## src/rtl/x_shifter_pkg.sv

```systemverilog
// Shared constants and helpers for the x_shifter barrel-shifter datapath.
package x_shifter_pkg;

    localparam int DATA_W  = 32;
    localparam int SHAMT_W = 5;

    localparam logic DIR_LEFT  = 1'b0;
    localparam logic DIR_RIGHT = 1'b1;

    function automatic logic [DATA_W-1:0] bit_rev(input logic [DATA_W-1:0] v);
        logic [DATA_W-1:0] r;
        r = '0;
        for (int i = 0; i < DATA_W; i++) begin
            r[i] = v[DATA_W-1-i];
        end
        return r;
    endfunction

endpackage

```

## src/rtl/x_shifter_shift_stage.sv

```systemverilog
// One mux stage of the logarithmic shifter: passes or left-shifts by DIST.
module shift_stage
    import x_shifter_pkg::*;
#(
    parameter int DIST = 1
) (
    input  logic [DATA_W-1:0] in,
    input  logic              en,
    output logic [DATA_W-1:0] out
);

    assign out = en ? (in << DIST) : in;

endmodule

```

## src/rtl/x_shifter.sv

```systemverilog
// 32-bit logical barrel shifter with a registered result; right shifts reuse
// the left-shift chain by bit-reversing around it.
module x_shifter
    import x_shifter_pkg::*;
(
    input  logic               clk,
    input  logic               rst_n,
    input  logic [DATA_W-1:0]  data,
    input  logic [SHAMT_W-1:0] amt,
    input  logic               direc,
    output logic [DATA_W-1:0]  result
);

    logic [SHAMT_W:0][DATA_W-1:0] chain;
    logic [DATA_W-1:0]            result_d;
    logic [DATA_W-1:0]            result_q;

    assign chain[0] = (direc == DIR_RIGHT) ? bit_rev(data) : data;

    for (genvar k = 0; k < SHAMT_W; k++) begin : g_stage
        shift_stage #(
            .DIST(1 << k)
        ) u_stage (
            .in  (chain[k]),
            .en  (amt[k]),
            .out (chain[k+1])
        );
    end

    always_comb begin
        result_d = chain[SHAMT_W];
        if (direc == DIR_RIGHT) begin
            result_d = bit_rev(chain[SHAMT_W]);
        end
    end

    always_ff @(posedge clk) begin
        if (!rst_n) begin
            result_q <= '0;
        end else begin
            result_q <= result_d;
        end
    end

    assign result = result_q;

endmodule

```

## config.mk

```make
export PLATFORM = sky130hd
export DESIGN_NAME = x_shifter
export DESIGN_NICKNAME = d
export VERILOG_FILES = /design/src/rtl/x_shifter_pkg.sv /design/src/rtl/x_shifter_shift_stage.sv /design/src/rtl/x_shifter.sv
export SDC_FILE = /design/constraint.sdc
export NUM_CORES = 1
export LEC_CHECK = 0
export BUFFER_PORTS_ARGS = -buffer_cell sky130_fd_sc_hd__buf_2
export CAP_MARGIN = 20
export CORE_ASPECT_RATIO = 0.75
export CORE_MARGIN = 2
export CORE_UTILIZATION = 58
export DETAILED_ROUTE_END_ITERATION = 8
export GPL_ROUTABILITY_DRIVEN = 0
export PLACE_DENSITY = 0.83
export RECOVER_POWER = 100
export SYNTH_ARGS = -nofsm -noshare
export SYNTH_HDL_FRONTEND = slang
export SYNTH_HIERARCHICAL = 1
export SYNTH_SLANG_ARGS = --single-unit
```

## constraint.sdc

```tcl
create_clock -name clk -period 3.15 [get_ports clk]
set_input_delay 0.315 -clock clk [delete_from_list [all_inputs] [get_ports clk]]
set_output_delay 0.315 -clock clk [all_outputs]
set_load 0.03 [all_outputs]
```

==> Implementation_results.wiki <==
{| class="wikitable"
! Metric !! Value
|-
| Endpoints failing hold || 0
|-
| Critical path class || in -> reg
|-
| Buffers added on ports || just over 70
|-
| Placeable core region || roughly 0.0067 mm²
|-
| Combinational family with the most area after synthesis || multiplexers
|-
| Parity-gate share of the synthesized area counting xor and xnor cells || 0%
|-
| Resize count post-CTS || 0
|-
| Number of detailed-route iterations in the first pass || 4
|-
| Antenna violations before repair || 0
|-
| Arithmetic-cell share of the synthesized area counting full adders, half adders and majority gates || 0%
|-
| Leakage || 1.937 nW
|-
| Area Growth Syn to Fin || 3.639%
|-
| Initial detailed-routing violation count || 86
|-
| Setup fix buffers added after clock tree synthesis || 0
|-
| Cell row count || 26
|-
| Total negative slack || 0 ns
|-
| Root Driver || clkbuf_8
|-
| Number of nets at the end of the flow || around 410
|-
| Basic-gate share of the synthesized area counting and, or, nand and nor cells || 9.881%
|-
| H-tree lvl count || 2
|-
| I/O pin cnt || 72
|-
| Fraction of layout instances using a drive strength above 1 || 51.47%
|-
| Num CTS Buffers || 5
|-
| Setup repair after global routing missed its margin || false
|-
| Remaining Overflow, GRT || 0
|-
| Most frequent cells in the layout || mux2_4 (104), nor2b_1 (63), buf_2 (38)
|-
| Crit-path cells || clkbuf_2 > buf_12 > mux2_1 > mux2_4 > mux2_4 > mux2_4 > mux2_2 > mux2_2 > mux2i_1 > nor2b_1
|-
| Pin count of the biggest net entering global routing || 33
|-
| Slowest-stage cell, CP || mux2_1
|-
| Cell occurring most often along the worst timing path || mux2_4
|-
| Worst setup slack after placement || 0.2042 ns
|-
| Synth Register Bits || 32
|-
| Starting Density || 59.23%
|-
| Critical Path RT || 3.31 ns
|-
| Footprint of the multi-input gates || between 0.002 and 0.003 mm²
|-
| Number of vias per cell after detailed routing || approximately 5.4
|-
| Sum of buffers and inverters on the critical path || 2
|-
| Cell area after technology mapping || 0.003989 mm²
|-
| Number of antenna diodes || 0
|-
| Total setup violations reported at the end of the flow || 0
|-
| Kind of path behind the tightest hold check || in -> reg
|-
| Maximum root-to-sink buffer count || 2
|-
| Worst endpoint data arrival time || just over 3 ns
|-
| Number of filler instances in the final layout || 578
|-
| Worst-path clk slew || 0.06 ns
|-
| WL final || roughly 7400 µm
|-
| Largest stage delay, worst path || 0.38 ns
|-
| Gate family responsible for the most delay along the worst path || multiplexers
|-
| Aggregate global-route resource usage || 19.89%
|-
| Average routed wire per standard cell || 16.19 µm
|-
| Horiz. Die Dim || 99.76 µm
|-
| Final antenna-violating net count || 0
|-
| Number of max-slew violations in the final report || 0
|-
| Post-detailed-placement cell area || 0.004140 mm²
|-
| Die height || 75.82 µm
|-
| Peak Freq || 345.6 MHz
|-
| Post-route fraction of the period consumed by the critical path || approximately nine tenths
|-
| Sequential standard cell area || around 640 µm²
|-
| Number of cells produced by synthesis || 316
|-
| Mux share of post-synthesis cell area || 64.30%
|-
| Relative slew margins || 56.65%
|-
| Total of max-cap violations || 0
|-
| Vias in the first global route || around 2.4k
|-
| DRC Markers || 0
|-
| Number of warnings issued by yosys || 6
|-
| PnR worst setup slack || 0.2568 ns
|-
| Minimum clock period after layout || 2.893 ns
|-
| Average instance area after synthesis || ~13 µm²
|-
| Sequential fraction of the synthesis area || 16.06%
|-
| Critical Path Fanout Max || 18
|-
| Count of distinct cell types in the synthesized netlist || 10
|-
| Largest register FFs || 32
|-
| Most common library cell in the layout ignoring fill and taps || mux2_4
|-
| Endpoint type of the worst setup path || flip-flop
|-
| Power per Cell Area || approximately 360 mW/mm²
|-
| Startpoint type of the worst setup path || primary input
|-
| Post-Syn Nets || 356
|-
| Die area || 0.007564 mm²
|-
| # hold bufs at CTS || 0
|-
| Run status || finished, final reports clean
|-
| Global-route wire length before repair || 11970 µm
|-
| Routed via count || 2484
|-
| Estimated wirelength of the detail-placed design || 5927 µm
|-
| Max IR drop VDD || 0.0001732 V
|-
| TritonCTS clock tree || built
|-
| Post-synthesis compound-gate area fraction || 0%
|-
| TritonCTS sink count || 32
|-
| Post-route cell area || 0.004134 mm²
|-
| Slew at the pin with the worst max-slew slack || 0.6502 ns
|}
==> cells by family after synthesis <==
logic type    after synthesis
simple gates               63
buf+inv                    28
mux                       193
flops                      32
==> cell type report <==
type                            instances  share of cell area (%)
Clock inverter                          1                  0.1211
Multi-Input combinational cell        256                   70.58
Clock buffer                            6                   1.755
Timing Repair Buffer                   78                   9.504
Sequential cell                        32                   15.50
Tap cell                               84                   2.542
==> cell usage after synthesis, drive strengths merged <==
cell | n | area, µm²
clkbuf | 3 | 11.26
mux2i | 32 | 320.3
buf | 25 | 377.9
mux2 | 161 | 2245
nor2b | 63 | 394.1
dfxtp | 32 | 640.6
==> per-layer routing <==
metal | vias to the layer above | global-route usage, % | share of wire, %
met5 | - | 0 | 0
met4 | 0 | 3.044 | 0.69
met3 | 7 | 3.945 | 4.4
met2 | 64 | 35.06 | 46
met1 | 1183 | 26.14 | 49
li1 | 1230 | - | -
==> worst paths after layout <==
path | from | end | slack, ns | cells after the start
setup / recovery | direc | result[1]$_SDFF_PN0_ | 0.26 | 10
hold / removal | rst_n | result[23]$_SDFF_PN0_ | 0.48 | 2
==> stage by stage <==
step / power, mW / util [%] / std cells / hold slack, ns
2_1_floorplan: 1.113 / - / 316 / 0.4432
3_3_place_gp: 1.211 / 61.48 / 450 / 0.7502
3_5_place_dp: 1.227 / 61.48 / 450 / 0.7485
4_1_cts: 1.517 / 62.63 / 457 / 0.4842
5_1_grt: 1.560 / 61.39 / 457 / 0.5160
6_report: 1.478 / 61.39 / 457 / 0.4814
==> report_power, final <==
group | total (mW) | internal [mW] | switching (mW)
Clock | 0.286 | 0.150 | 0.136
Sequential | 0.450 | 0.440 | 0.0101
Combinational | 0.741 | 0.398 | 0.343
Total | 1.48 | 0.988 | 0.490
Power figures use the tool's default switching activity.
